### config.mk
export PLATFORM = sky130hd
export DESIGN_NAME = fm_phase_diff_flat
export DESIGN_NICKNAME = d
export VERILOG_FILES = /design/src/rtl/fm_phase_diff_if.sv /design/src/rtl/fm_phase_diff.sv /design/src/flat_wrapper.sv
export SDC_FILE = /design/constraint.sdc
export NUM_CORES = 1
export LEC_CHECK = 0
export ABC_AREA = 1
export BUFFER_PORTS_ARGS = -buffer_cell sky130_fd_sc_hd__buf_2
export CORE_ASPECT_RATIO = 2
export CORE_MARGIN = 2
export CORE_UTILIZATION = 35
export DETAILED_ROUTE_END_ITERATION = 7
export PLACE_DENSITY = 0.56
export SLEW_MARGIN = 0
export SYNTH_ARGS = -nofsm -noshare
export SYNTH_HDL_FRONTEND = slang
export SYNTH_SLANG_ARGS = --single-unit
export TNS_END_PERCENT = 10
### constraint.sdc
create_clock -name clk -period 3 [get_ports clk]
set_input_delay 0.6 -clock clk [delete_from_list [all_inputs] [get_ports clk]]
set_output_delay 0.6 -clock clk [all_outputs]
set_load 0.05 [all_outputs]
### src/rtl/fm_phase_diff_if.sv
`default_nettype none
// +----------------------------------------------------------------------------+
// | Module   : fm_phase_diff_if                                                |
// | Brief    : Sample stream bundle between the phase source, the phase        |
// |            differentiator and the moving averager.                         |
// | Revision : 1.0                                                             |
// +----------------------------------------------------------------------------+
interface fm_phase_diff_if #(
    parameter int WIDTH = 16
);
    logic                    start_i;
    logic                    valid_i;
    logic signed [WIDTH-1:0] phase_i;
    logic signed [WIDTH-1:0] data_o;
    logic                    valid_o;
    logic                    glitch_o;
`ifdef FM_PHASE_DIFF_GLITCH_CNT_EN
    logic [15:0]             glitch_cnt_o;

    modport master (
        output start_i, valid_i, phase_i,
        input  data_o, valid_o, glitch_o, glitch_cnt_o
    );
    modport slave (
        input  start_i, valid_i, phase_i,
        output data_o, valid_o, glitch_o, glitch_cnt_o
    );
`else
    modport master (
        output start_i, valid_i, phase_i,
        input  data_o, valid_o, glitch_o
    );
    modport slave (
        input  start_i, valid_i, phase_i,
        output data_o, valid_o, glitch_o
    );
`endif
endinterface
`default_nettype wire

### src/rtl/fm_phase_diff.sv
`default_nettype none
// +----------------------------------------------------------------------------+
// | Module   : fm_phase_diff                                                   |
// | Brief    : FM phase differentiator: wrapped phase in, gained, saturated,   |
// |            glitch-suppressed frequency out. Optional glitch counter under  |
// |            macro FM_PHASE_DIFF_GLITCH_CNT_EN.                              |
// | Revision : 1.0                                                             |
// +----------------------------------------------------------------------------+
module fm_phase_diff #(
    parameter int WIDTH      = 16,
    parameter int GAIN_SHIFT = 0,
    parameter int LIMIT      = 16384
) (
    input  logic            clk,
    input  logic            rst,
    fm_phase_diff_if.slave  bus
);
    localparam int                      c_SW        = WIDTH + GAIN_SHIFT;
    localparam logic signed [WIDTH-1:0] c_SAT_MAX   = {1'b0, {(WIDTH-1){1'b1}}};
    localparam logic signed [WIDTH-1:0] c_SAT_MIN   = {1'b1, {(WIDTH-1){1'b0}}};
    localparam logic [WIDTH:0]          c_LIMIT     = (WIDTH+1)'(LIMIT);

    typedef enum logic [1:0] {
        S_IDLE  = 2'd0,
        S_PRIME = 2'd1,
        S_RUN   = 2'd2
    } state_t;

    state_t                  r_state;
    state_t                  w_next;
    logic                    w_prime;
    logic                    w_accept;

    logic signed [WIDTH-1:0] r_phase_prev;
    logic signed [WIDTH-1:0] r_diff;
    logic                    r_s1_valid;
    logic signed [WIDTH-1:0] r_last_out;
    logic signed [WIDTH-1:0] r_data;
    logic                    r_valid_o;
    logic                    r_glitch;
`ifdef FM_PHASE_DIFF_GLITCH_CNT_EN
    logic [15:0]             r_glitch_cnt;
`endif

    logic signed [WIDTH:0]   w_diff_ext;
    logic        [WIDTH:0]   w_mag;
    logic                    w_is_glitch;
    logic signed [c_SW-1:0]  w_wide;
    logic signed [WIDTH-1:0] w_scaled;

    always_ff @(posedge clk or negedge rst) begin
        if (!rst) begin
            r_state <= S_IDLE;
        end else begin
            r_state <= w_next;
        end
    end

    always_comb begin
        w_next   = r_state;
        w_prime  = 1'b0;
        w_accept = 1'b0;
        if (!bus.start_i) begin
            w_next = S_IDLE;
        end else begin
            case (r_state)
                S_IDLE:  w_next = S_PRIME;
                S_PRIME: begin
                    if (bus.valid_i) begin
                        w_prime = 1'b1;
                        w_next  = S_RUN;
                    end
                end
                S_RUN:   w_accept = bus.valid_i;
                default: w_next = S_IDLE;
            endcase
        end
    end

    // Magnitude is one bit wider so the most negative difference is representable.
    always_comb begin
        w_diff_ext  = (WIDTH+1)'(r_diff);
        w_mag       = w_diff_ext[WIDTH] ? unsigned'(-w_diff_ext) : unsigned'(w_diff_ext);
        w_is_glitch = (w_mag > c_LIMIT);
        w_wide      = c_SW'(r_diff) <<< GAIN_SHIFT;
        if (w_wide > c_SW'(c_SAT_MAX)) begin
            w_scaled = c_SAT_MAX;
        end else if (w_wide < c_SW'(c_SAT_MIN)) begin
            w_scaled = c_SAT_MIN;
        end else begin
            w_scaled = w_wide[WIDTH-1:0];
        end
    end

    always_ff @(posedge clk or negedge rst) begin
        if (!rst) begin
            r_phase_prev <= '0;
            r_diff       <= '0;
            r_s1_valid   <= 1'b0;
            r_last_out   <= '0;
            r_data       <= '0;
            r_valid_o    <= 1'b0;
            r_glitch     <= 1'b0;
`ifdef FM_PHASE_DIFF_GLITCH_CNT_EN
            r_glitch_cnt <= '0;
`endif
        end else if (!bus.start_i) begin
            // Flush in-flight samples; data_o deliberately keeps its last value.
            r_phase_prev <= '0;
            r_s1_valid   <= 1'b0;
            r_last_out   <= '0;
            r_valid_o    <= 1'b0;
            r_glitch     <= 1'b0;
`ifdef FM_PHASE_DIFF_GLITCH_CNT_EN
            r_glitch_cnt <= '0;
`endif
        end else begin
            r_s1_valid <= w_accept;
            if (w_prime) begin
                r_phase_prev <= bus.phase_i;
            end
            if (w_accept) begin
                r_diff       <= bus.phase_i - r_phase_prev;
                r_phase_prev <= bus.phase_i;
            end

            r_valid_o <= r_s1_valid;
            r_glitch  <= 1'b0;
            if (r_s1_valid) begin
                if (w_is_glitch) begin
                    r_data   <= r_last_out;
                    r_glitch <= 1'b1;
`ifdef FM_PHASE_DIFF_GLITCH_CNT_EN
                    if (r_glitch_cnt != 16'hFFFF) begin
                        r_glitch_cnt <= r_glitch_cnt + 16'd1;
                    end
`endif
                end else begin
                    r_data     <= w_scaled;
                    r_last_out <= w_scaled;
                end
            end
        end
    end

    assign bus.data_o   = r_data;
    assign bus.valid_o  = r_valid_o;
    assign bus.glitch_o = r_glitch;
`ifdef FM_PHASE_DIFF_GLITCH_CNT_EN
    assign bus.glitch_cnt_o = r_glitch_cnt;
`endif

endmodule
`default_nettype wire

### src/flat_wrapper.sv
// flat-port wrapper written by rule: the top's interface ports become plain ports
module fm_phase_diff_flat 
#(
    parameter int WIDTH      = 16,
    parameter int GAIN_SHIFT = 0,
    parameter int LIMIT      = 16384
)
  (clk, rst, bus_start_i, bus_valid_i, bus_phase_i, bus_data_o, bus_valid_o, bus_glitch_o);
  fm_phase_diff_if #(.WIDTH(WIDTH)) bus_i ();
  input  logic clk;
  input  logic rst;
  input wire logic [$bits(bus_i.start_i)-1:0] bus_start_i;
  input wire logic [$bits(bus_i.valid_i)-1:0] bus_valid_i;
  input wire logic [$bits(bus_i.phase_i)-1:0] bus_phase_i;
  output wire logic [$bits(bus_i.data_o)-1:0] bus_data_o;
  output wire logic [$bits(bus_i.valid_o)-1:0] bus_valid_o;
  output wire logic [$bits(bus_i.glitch_o)-1:0] bus_glitch_o;
  assign bus_i.start_i = bus_start_i;
  assign bus_i.valid_i = bus_valid_i;
  assign bus_i.phase_i = bus_phase_i;
  assign bus_data_o = bus_i.data_o;
  assign bus_valid_o = bus_i.valid_o;
  assign bus_glitch_o = bus_i.glitch_o;
  fm_phase_diff #(.WIDTH(WIDTH), .GAIN_SHIFT(GAIN_SHIFT), .LIMIT(LIMIT)) u_core (.clk(clk), .rst(rst), .bus(bus_i));
endmodule
# Word-level counts from Yosys, hierarchy flattened

Cells that the tools add are included.

Output and inout port bits: 18
Logic and storage cells: 45
Input bits: 20
Flip-flop bits (word level): 69

Muxes and demuxes: 22
Reductions and logical operators: 4
Equality and inequality tests: 6
Add/subtract/negate cells: 2
Order comparisons: 3

Operator list:

| kind                   | count |
|---|---|
| $mux W16               | 8 |
| $gt A17 B15 Y1 const B | 1 |
| $mux W17               | 1 |
| $neg A16 Y17           | 1 |
| $gt A16 B16 Y1 const B | 1 |
| $lt A16 B16 Y1 const B | 1 |
| $sub A16 B16 Y16       | 1 |
| $mux W1                | 10 |
| $pmux W2 S3            | 1 |
| $reduce_and A2 Y1      | 3 |
| $mux W2                | 2 |
| $ne A3 B1 Y1 const B   | 1 |
| $ne A3 B3 Y1 const B   | 1 |
| $eq A2 B1 Y1 const B   | 1 |
| $eq A2 B2 Y1 const B   | 1 |
| $logic_not A2 Y1       | 1 |
| $ne A2 B1 Y1 const B   | 1 |
| $ne A2 B2 Y1 const B   | 1 |

# Longest topological paths before layout

Gate-level depths: netlist (run 1).

Depth in word-level cells: 6
Gate-level depth with buffers: 16

# Worst setup path before layout (run 1)

Ideal clock, no wire load.

Path kind: input-to-reg
From: input bus_phase_i[0]
To: register u_core.r_diff[12]
Data arrival time: 2.265 ns
Buffers on the path: 0
Setup slack: 0.618 ns
Data required time: 2.882 ns
Stages: 10
Cell sequence: inv_1 ha_1 fa_1 o21a_1 o21ai_0 a21o_1 a21boi_0 nand2b_1 nand3_1 nand2_1

Cells in the longest elaborated chain, start to end: 1

Ends and longest elaborated chain:

| item                 | RTL line             | source |
|---|---|---|
| start, declared      | flat_wrapper.sv:14   | `input wire logic [$bits(bus_i.phase_i)-1:0] bus_phase_i;` |
| $sub A16 B16 Y16     | fm_phase_diff.sv:123 | `r_diff <= bus.phase_i - r_phase_prev;` |
| end signal, assigned | fm_phase_diff.sv:123 |  |
| end, declared        | fm_phase_diff.sv:35  | `logic signed [WIDTH-1:0] r_diff;` |

Every way passes these cells.
A chain may end at the register's enable or synchronous reset.

# Final worst setup path (run 1)

From: register u_core.r_diff[15]
To: register u_core.r_last_out[13]

Cells in the longest elaborated chain, start to end: 6

Ends and longest elaborated chain:

| item                                                  | RTL line                                 | source |
|---|---|---|
| $neg A16 Y17 / $lt A16 B16 Y1 (equally long branches) | fm_phase_diff.sv:83, fm_phase_diff.sv:88 |  |
| $mux W17 / $mux W16 (equally long branches)           | fm_phase_diff.sv:83, fm_phase_diff.sv:88 |  |
| $gt A17 B15 Y1 / $mux W16 (equally long branches)     | fm_phase_diff.sv:84, fm_phase_diff.sv:86 |  |
| $mux W16 *                                            | --                                       |  |
| $mux W16 *                                            | fm_phase_diff.sv:129                     | `if (r_s1_valid) begin` |
| $mux W16 *                                            | fm_phase_diff.sv:107                     | `end else if (!bus.start_i) begin` |
| end signal, assigned                                  | fm_phase_diff.sv:140                     | `r_last_out <= w_scaled;` |
| end, declared                                         | fm_phase_diff.sv:37                      | `logic signed [WIDTH-1:0] r_last_out;` |

Every way passes the cells marked *; elsewhere a longest branch is shown, timed or not. The select of a mux whose other input is x is not followed.

==> results of run 1 <==
==> cells by family (layout without fill, tap and decap cells) <==
family	count (synthesis)	in the layout	synth area share
buffers and inverters	83	123	0.0815
flip-flops	69	69	0.423
XOR/XNOR	10	10	0.0214
adder cells (fa/ha/maj)	17	17	0.0539
AND/OR/NAND/NOR	294	294	0.335
AO/OA/AOI/OAI	63	63	0.0858
==> sequential cells by signal (all words and copies together) (netlist names) <==
name / cells
u_core.r_state: 2
u_core.bus.valid_o: 1
u_core.r_diff: 16
u_core.r_phase_prev: 16
u_core.bus.data_o: 16
u_core.bus.glitch_o: 1
u_core.r_s1_valid: 1
u_core.r_last_out: 16
==> routing by layer <==
metal | routed length (µm) | part of all wire | GRT usage | vias to the layer above
li1 | - | - | - | 1797
met2 | 4910 | 0.56 | 0.296 | 53
met5 | 0 | 0 | 0 | -
met4 | 293 | 0.033 | 0.0831 | 0
met1 | 3350 | 0.38 | 0.161 | 1601
met3 | 231 | 0.026 | 0.0323 | 23
==> metrics by stage <==
stage                      util  instance area (µm²)  setup WS [ns]  hold WS [ns]  total power, mW
after floorplan               -                 4090          0.618         0.304             2.61
after global placement    0.391                 4440          0.522         0.422             2.92
after detailed placement  0.391                 4440          0.469         0.436             2.96
after CTS                 0.412                 4680          0.563         0.362             3.89
after global routing      0.412                 4680          0.368         0.398             4.19
final                     0.412                 4680          0.593         0.341             3.83
==> worst paths after layout <==
path | endpoint | slack (ns) | from | cells after the start
worst max-delay path | u_core.r_last_out[13]$_DFFE_PN0P_ | 0.59 | u_core.r_diff[15]$_DFFE_PN0P_ | 9
min in group clk | u_core.r_state[0]$_DFFE_PN0P_ | 0.44 | u_core.r_state[1]$_DFFE_PN0P_ | 1
worst min register to register | u_core.r_state[0]$_DFFE_PN0P_ | 0.44 | u_core.r_state[1]$_DFFE_PN0P_ | 1
max in group asynchronous | u_core.bus.data_o[9]$_DFFE_PN0P_ | 2.00 | rst | 2
worst max register to register | u_core.r_last_out[13]$_DFFE_PN0P_ | 0.59 | u_core.r_diff[15]$_DFFE_PN0P_ | 9
worst min-delay path | u_core.r_phase_prev[0]$_DFFE_PN0P_ | 0.34 | rst | 1
==> layout make-up <==
type / instances / area [µm²]
Fill cell: 1189 / 6670
Multi-Input combinational cell: 384 / 2030
Sequential cell: 69 / 1730
Timing Repair Buffer: 45 / 258
Inverter: 67 / 251
Clock buffer: 11 / 243
Tap cell: 142 / 178
==> power groups by stage <==
stage	logic [mW]	clock network, mW	registers, mW
global placement	1.64	0	1.29
CTS	1.67	0.935	1.28
global route	1.90	0.985	1.31
floorplan	1.16	0	1.46
finish	1.65	0.902	1.28
detailed placement	1.66	0	1.30
==> synthesized netlist by cell type (4+ instances only) <==
cell,number
nand2_2,11
a21oi_1,13
clkbuf_1,11
inv_1,61
nand2_1,160
nand3_1,65
nor2_2,4
dfrtp_1,69
ha_1,16
nand3_2,12
nand4_1,5
nor2_1,25
xnor2_1,7
o21ai_0,35
==> results.md, run 1 <==
- The flow ran to the end, and the final reports show no timing, DRC or antenna violations.
- Across the run, the number of max-cap violations was 0.
- The count of nets left with antenna violations once routing finished came out at 0.
- The diode insertion count for antenna repair is 0.
- Of the post-synthesis cell area, the dominant cell type holds 0.423.
- The total negative slack for setup checks is 0 ns.
- The maximum VDD drop is 313 µV.
- Synthesis produced a netlist with a net count of 573.
- In this run the standard cell core region covers 0.0114 mm².
- The CTS clock-pin slew for the worst setup and hold paths is 0.05 ns.
- The total buffers and inverters traversed by the critical path is 1.
- The source-to-sink clock delay at the later pin of the worst-skew pair is 0.33 ns.
- The area of the die is 0.0126 mm².
- Once the clock tree was built, the resizer swapped 0 gates to a different size.
- In the finished design, the share of the clock period the worst path needs comes to 0.802.
- The setup fix buffers added after clock tree synthesis is 0.
- The maximum root-to-sink buffer count is 2.
- Of the total power, combinational logic draws 0.430.
- The power density over the cells is 818 mW/mm².
- The placement row count is 55.
- The global-route wire length before repair is 15800 µm.
- After the first detailed-routing iteration, the DRC count stood at 90.
- The deepest level of the CTS H-tree is 3.
- The worst-case headroom to the max-slew limit is 0.501.
- The die is 80.4 µm wide.
- The total wire length is 8790 µm.
- In this run, synthesis inferred 0 flip-flops with an integrated enable.
- The detailed-route via count is 3474.
- Synthesis produced 536 cells.
- The cell total after placement is 707.
- Of the total power, registers draw 0.334.
- The post-detailed-route wirelength per cell is 12.2 µm.
- The first TritonRoute pass finished after 4 iterations.
- Summed over all instances, the cell type with the most area after synthesis is dfrtp_1.
- For this design the total switching power over the nets is 1.63 mW.
- The distinct cell type count of the synthesized netlist is 39.
- After detailed routing, the number of vias per cell comes to 4.84.
- The die is 157 µm tall.
- The leakage power is 2.46 nW.
- The worst path required time is 3.20 ns.
- The maximum operating frequency is 0.415 GHz.
- The count of synthesis-stage warnings from yosys is 0.
- In the final layout, the share of cells above drive strength 1 is 0.161.
- For the final database, setup skew stands at 0.00454 ns.
- The number of sinks handled by clock tree synthesis is 69.
- The count of pins over their slew limit is 0.
- Leaving out fill and tap cells, the most frequent cells in the layout are 160 x nand2_1, 69 x dfrtp_1, 65 x nand3_1.
- The number of global-route vias before repair is 3596.
- For this configuration, the core starts out at a cell density of 0.360.
- Across every metal layer, demand over resource in global routing totals 0.159.
- The hold buffer count at cts is 0.
- The signal on the critical path passes through buf_4, nand4_1, or2_4, nand3_2, nand2_2, nand2_4, nand2_1, nand3_1, nand2_1.
- Setup violations remaining at the end of the flow were counted as 0.
- The critical path launch point type is a flip-flop.
- The worst path arrival time is 2.61 ns.
- Counting stages on the worst path, the most repeated cell is nand2_1.
- The count of input and output buffers is 37.
- The share of total power dissipated in the clock network is 0.236.
- The maximum number of pins on one net before global-route repair is 39.
- The largest fanout of any net on the critical path is 17.
- The worst stage delay on the critical path is 0.67 ns.
- After synthesis, the cell types taking the most area are dfrtp_1 42%, nand2_1 15%, nand3_1 8.0%.
- The CTS tree is built.
- The gate family responsible for the most delay along the worst path is simple AND/OR/NAND/NOR gates.
- The finished layout holds 718 standard cells, fillers aside.
- The average instance in the mapped netlist occupies 7.62 µm².
- The mapped cell area is 0.00409 mm².
- The detailed-route DRC error count is 0.
- The net count reported at finish is 613.
- The synthesis-stage register bit count is 69.
- Setup repair after global routing left no endpoint under its margin.
- In this run, CTS created clock tree buffers numbering 9.
- The critical path is of the reg2reg type.
- The most used flip-flop cell after synthesis is dfrtp_1.
- Of all flip-flops after synthesis, the portion carrying an async set or reset was 1.00.
- The most frequent standard cell in the layout excluding fill and tap cells is nand2_1.
- The root cell of the clock tree is clkbuf_16.
- At the end of routability-driven placement, the weighted congestion stood at 0.893.
- At the pin with the least slew margin, the transition time is 0.749 ns.
- From synthesis to final layout, the design area changed by 14.6%.
- Of the total power, the share spent switching nets is 0.426.
- The HPWL after detailed placement is 6910 µm.
- The clock period minus worst slack is 2.41 ns.
- The internal power consumption is 2.20 mW.
- STA classifies the critical path endpoint as a flip-flop.
- The remaining global-route overflow is 0.
- Among all stages on the critical path, the largest delay is contributed by dfrtp_1.
- The initial antenna violation count is 0.
- The path class of the tightest hold or removal check is in2async.
- The count of final hold-check violations was 0.
- Of the synthesized area, sequential elements account for 0.423.
- The top-level I/O count is 38.
(Power assumes the default switching activity.)
==> run 2, diff against run 1 <==
--- a/config.mk
+++ b/config.mk
@@ -5,7 +5,7 @@
 export SDC_FILE = /design/constraint.sdc
 export NUM_CORES = 1
 export LEC_CHECK = 0
-export ABC_AREA = 1
+export ABC_AREA = 0
 export BUFFER_PORTS_ARGS = -buffer_cell sky130_fd_sc_hd__buf_2
 export CORE_ASPECT_RATIO = 2
 export CORE_MARGIN = 2
==> constraint.sdc (replaced) <==
create_clock -name clk -period 2.3 [get_ports clk]
set_input_delay 0.46 -clock clk [delete_from_list [all_inputs] [get_ports clk]]
set_output_delay 0.46 -clock clk [all_outputs]
set_load 0.05 [all_outputs]
==> results.md, run 2 <==
- In this run the cell area measured after placement is 0.00508 mm².
- The first global-routing pass estimated 18900 µm of wire.
- The cell total after placement is 709.
- The maximum number of pins on one net before global-route repair is 70.
- Measured along the x axis, the die boundary spans 80.9 µm.
- The count of pins over their slew limit is 0.
- The fraction of the mapped netlist area in adder cells is 0.0532.
- The average cell area after synthesis is 8.60 µm².
- The signal on the critical path passes through inv_4, ha_4, or3b_4, buf_4, o31ai_1, a211o_1, o31a_1, and2_4, o211ai_1, mux2_2.
- Synthesis produced a netlist whose cell count is 481.
- The final cycle utilization of the critical path is 1.13.
- Counting flops and latches in the post-synthesis netlist gives 69.
- Routability-driven placement finished with a final weighted congestion of 0.878.
- The cell with the largest stage delay on the worst path is dfrtp_1.
- Dividing total power by cell area gives a power density of 1110 mW/mm².
- The post-layout worst setup margin is -0.306 ns.
- Detailed placement finished with a half-perimeter wire length of 8550 µm.
- The number of flops mapped to enable cells by yosys is 0.
- The initial antenna violation count was 0.
- Global routing finished with a remaining overflow of 0.
- The number of non-filler instances in the completed layout is 726.
- The post-synth net total is 518.
- The internal power consumption is 3.67 mW.
- The dominant cell type by area after synthesis is dfrtp_1.
- The clock passes through at most 2 buffers.
- By count the netlist is led by 69 x dfrtp_1, 61 x nand2_1, 40 x o21ai_0.
- By area, the combinational part of the netlist is dominated by simple AND/OR/NAND/NOR gates.
- At the pin with the least slew margin, the transition time is 0.475 ns.
- In this design, the stage delay of the slowest critical-path cell is 0.42 ns.
- The clock skew is 0.00923 ns.
- The startpoint identified for the worst register-to-register timing path is u_core.r_diff[1]$_DFFE_PN0P_.
- The mapped cell area is 0.00414 mm².
- The CTS tree is built.
- The diode insertion count for antenna repair is 0.
- Clock latency on the worst-skew pair, taken at its later pin, is 0.33 ns.
- Setup repair after global routing could not meet its margin everywhere.
- Measured against its own limit, the worst slew margin works out to 0.683.
- The fraction of power consumed by sequential logic is 0.275.
- Timing analysis after detailed placement gives a worst setup slack of -0.469 ns.
- Wires add up to 11300 µm.
- Clock-pin slew was measured on the worst setup and hold paths at 0.05 ns.
- The tightest hold path in the finished design has a slack of 0.157 ns.
- The share of the synthesized area in compound gates (AO/OA/AOI/OAI) was 0.203.
- The post-synthesis simple-gate area fraction is 0.234.
- The share of post-route cells with drive strength above 1 is 0.284.
- The switching power share of the total is 0.398.
- The count of final hold-check violations is 0.
- The die is 158 µm tall.
- The clock period minus worst slack is 2.61 ns.
- The most used flip-flop cell after synthesis is dfrtp_1.
- Summing all non-filler instances in the final layout gives an area of 0.00547 mm².
- Counting the fill cells in the layout gives 1172.
- The detailed-route DRC error count is 0.
- STA puts the critical path data required time at 2.51 ns.
- Of the post-synthesis cell area, the dominant cell type holds 0.417.
- The region available for standard cell placement spans 0.0116 mm².
- The first detailed-routing pass ran for 5 iterations.
- The clock drives 69 sinks.
- For this configuration, the core starts out at a cell density of 0.356.
- VDD sags by at most 497 µV.
- The top cell types in the final layout, fill and taps aside, are 68 x buf_4, 68 x dfrtp_1, 61 x nand2_1.
- Clock tree synthesis inserted a total of 9 buffers.
- The final route contains 3926 vias.
- Counting both buffers and inverters, the worst setup path holds a total of 2.
- STA classifies the critical path startpoint as a flip-flop.
- The top-level I/O count is 38.
- The global router's overall resource usage is 0.191.
- The total negative slack for setup checks is -8.04 ns.
- The critical path class is reg2reg.
- After detailed routing, the number of vias per cell comes to 5.41.
- The distinct cell type count of the synthesized netlist is 65.
- Summed over all cells, the static leakage comes to 2.42 nW.
- The async set-or-reset flop fraction in the synthesized netlist is 1.00.
- Of the total synthesized cell area, the portion taken by XOR and XNOR cells is 0.0275.
- The remaining antenna violation count is 0.
- The root cell of the clock tree is clkbuf_16.
- Of the post-synthesis cell area, the part taken by muxes is 0.00786.
- The number of global-route vias before repair is 4010.
- At the worst endpoint, the arrival time is 2.82 ns.
- The worst setup path is captured at a flip-flop.
- The H-tree was split into 3 levels.
- The launching instance or port of the critical path is u_core.r_diff[1]$_DFFE_PN0P_.
- The maximum operating frequency is 0.384 GHz.
- Sorting the synthesized cells by area gives the leading types as dfrtp_1 42%, nand2_1 5.5%, ha_1 4.8%.
- The largest fanout of any net on the critical path is 4.
- Yosys instantiated no cell more often than dfrtp_1.
- Of the total power, the clock network draws 0.212.
- The flow ran to the end, but the final reports show violations.
- The number of maximum-capacitance constraint violations is 0.
- After the first detailed-routing iteration, the DRC count stood at 191.
- The fraction of power consumed by combinational cells is 0.514.
- Compared with the post-synthesis result, the final layout area differs by 32.3%.
- The placement row count is 56.
- Setup violations remaining at the end of the flow were counted as 34.
- The classification of the worst-slack hold path is in2async.
- The die covers 0.0128 mm².
- The count of synthesis-stage warnings from yosys is 0.
- The analysis attributes to net switching a power of 2.42 mW.
- The net count reported at finish is 614.
- The sequential fraction of the synthesis area is 0.417.
- Broken down by cell family, the worst path's largest delay share belongs to compound AO/OA/AOI/OAI gates.
- For this design, the CTS-stage hold fixing added 0 buffers.
- The final reports fail on negative setup slack.
- The post-detailed-route wirelength per cell is 15.6 µm.
- The count of input and output buffers is 37.
## run 2: worst paths after layout
| check | endpoint | depth (start not counted) | slack [ns] |
|---|---|---|---|
| setup / recovery | u_core.bus.data_o[15]$_DFFE_PN0P_ | 10 | -0.31 |
| hold / removal | u_core.bus.data_o[13]$_DFFE_PN0P_ | 2 | 0.16 |
| setup reg to reg | u_core.bus.data_o[15]$_DFFE_PN0P_ | 10 | -0.31 |
| hold reg to reg | u_core.r_phase_prev[15]$_DFFE_PN0P_ | 2 | 0.51 |
| max in group asynchronous | u_core.r_diff[2]$_DFFE_PN0P_ | 2 | 1.82 |
| min in group clk | u_core.r_phase_prev[9]$_DFFE_PN0P_ | 3 | 0.39 |
## run 2: area by class of cell
| class | instances | area, µm² | area share |
|---|---|---|---|
| Timing Repair Buffer | 117 | 892 | 0.163 |
| Clock inverter | 1 | 5.00 | 0.000914 |
| Sequential cell | 69 | 1730 | 0.316 |
| Multi-Input combinational cell | 354 | 2290 | 0.419 |
| Inverter | 26 | 100 | 0.0183 |
| Tap cell | 145 | 181 | 0.0331 |
| Clock buffer | 14 | 274 | 0.0501 |
## run 2: logic make-up (layout without fill, tap and decap cells)
family,Yosys count,in the layout
AND/OR/NAND/NOR,188,188
flip-flops,69,69
multiplexers,3,3
buffers and inverters,58,158
adder cells (fa/ha/maj),17,17
AO/OA/AOI/OAI,133,133
XOR/XNOR,13,13
## run 2: per-stage QoR
step	total power [mW]	utilization
final	6.09	0.471
after global routing	6.48	0.471
after CTS	6.10	0.468
after detailed placement	4.69	0.437
after global placement	4.65	0.437
after floorplan	3.38	-
## run 2: power by group through the flow
| stage | Sequential, mW | Clock (mW) | Combinational, mW |
|---|---|---|---|
| 2_1_floorplan | 1.89 | 0 | 1.49 |
| 3_3_place_gp | 1.68 | 0 | 2.96 |
| 3_5_place_dp | 1.69 | 0 | 3.00 |
| 4_1_cts | 1.67 | 1.32 | 3.11 |
| 5_1_grt | 1.71 | 1.37 | 3.39 |
| 6_report | 1.67 | 1.29 | 3.13 |
## run 2: repair_timing
action | in CTS | in global routing
pin swaps | 4 | 1
resized for setup | 19 | 6
setup buffers | 2 | 0
setup endpoints to repair | 36 | 38
## run 2: per-layer routing
layer	GRT usage	vias to the layer above	share of wire
met3	0.0291	22	0.026
met4	0.0856	0	0.031
li1	-	1919	-
met5	0	-	0
met1	0.188	1906	0.36
met2	0.374	79	0.58
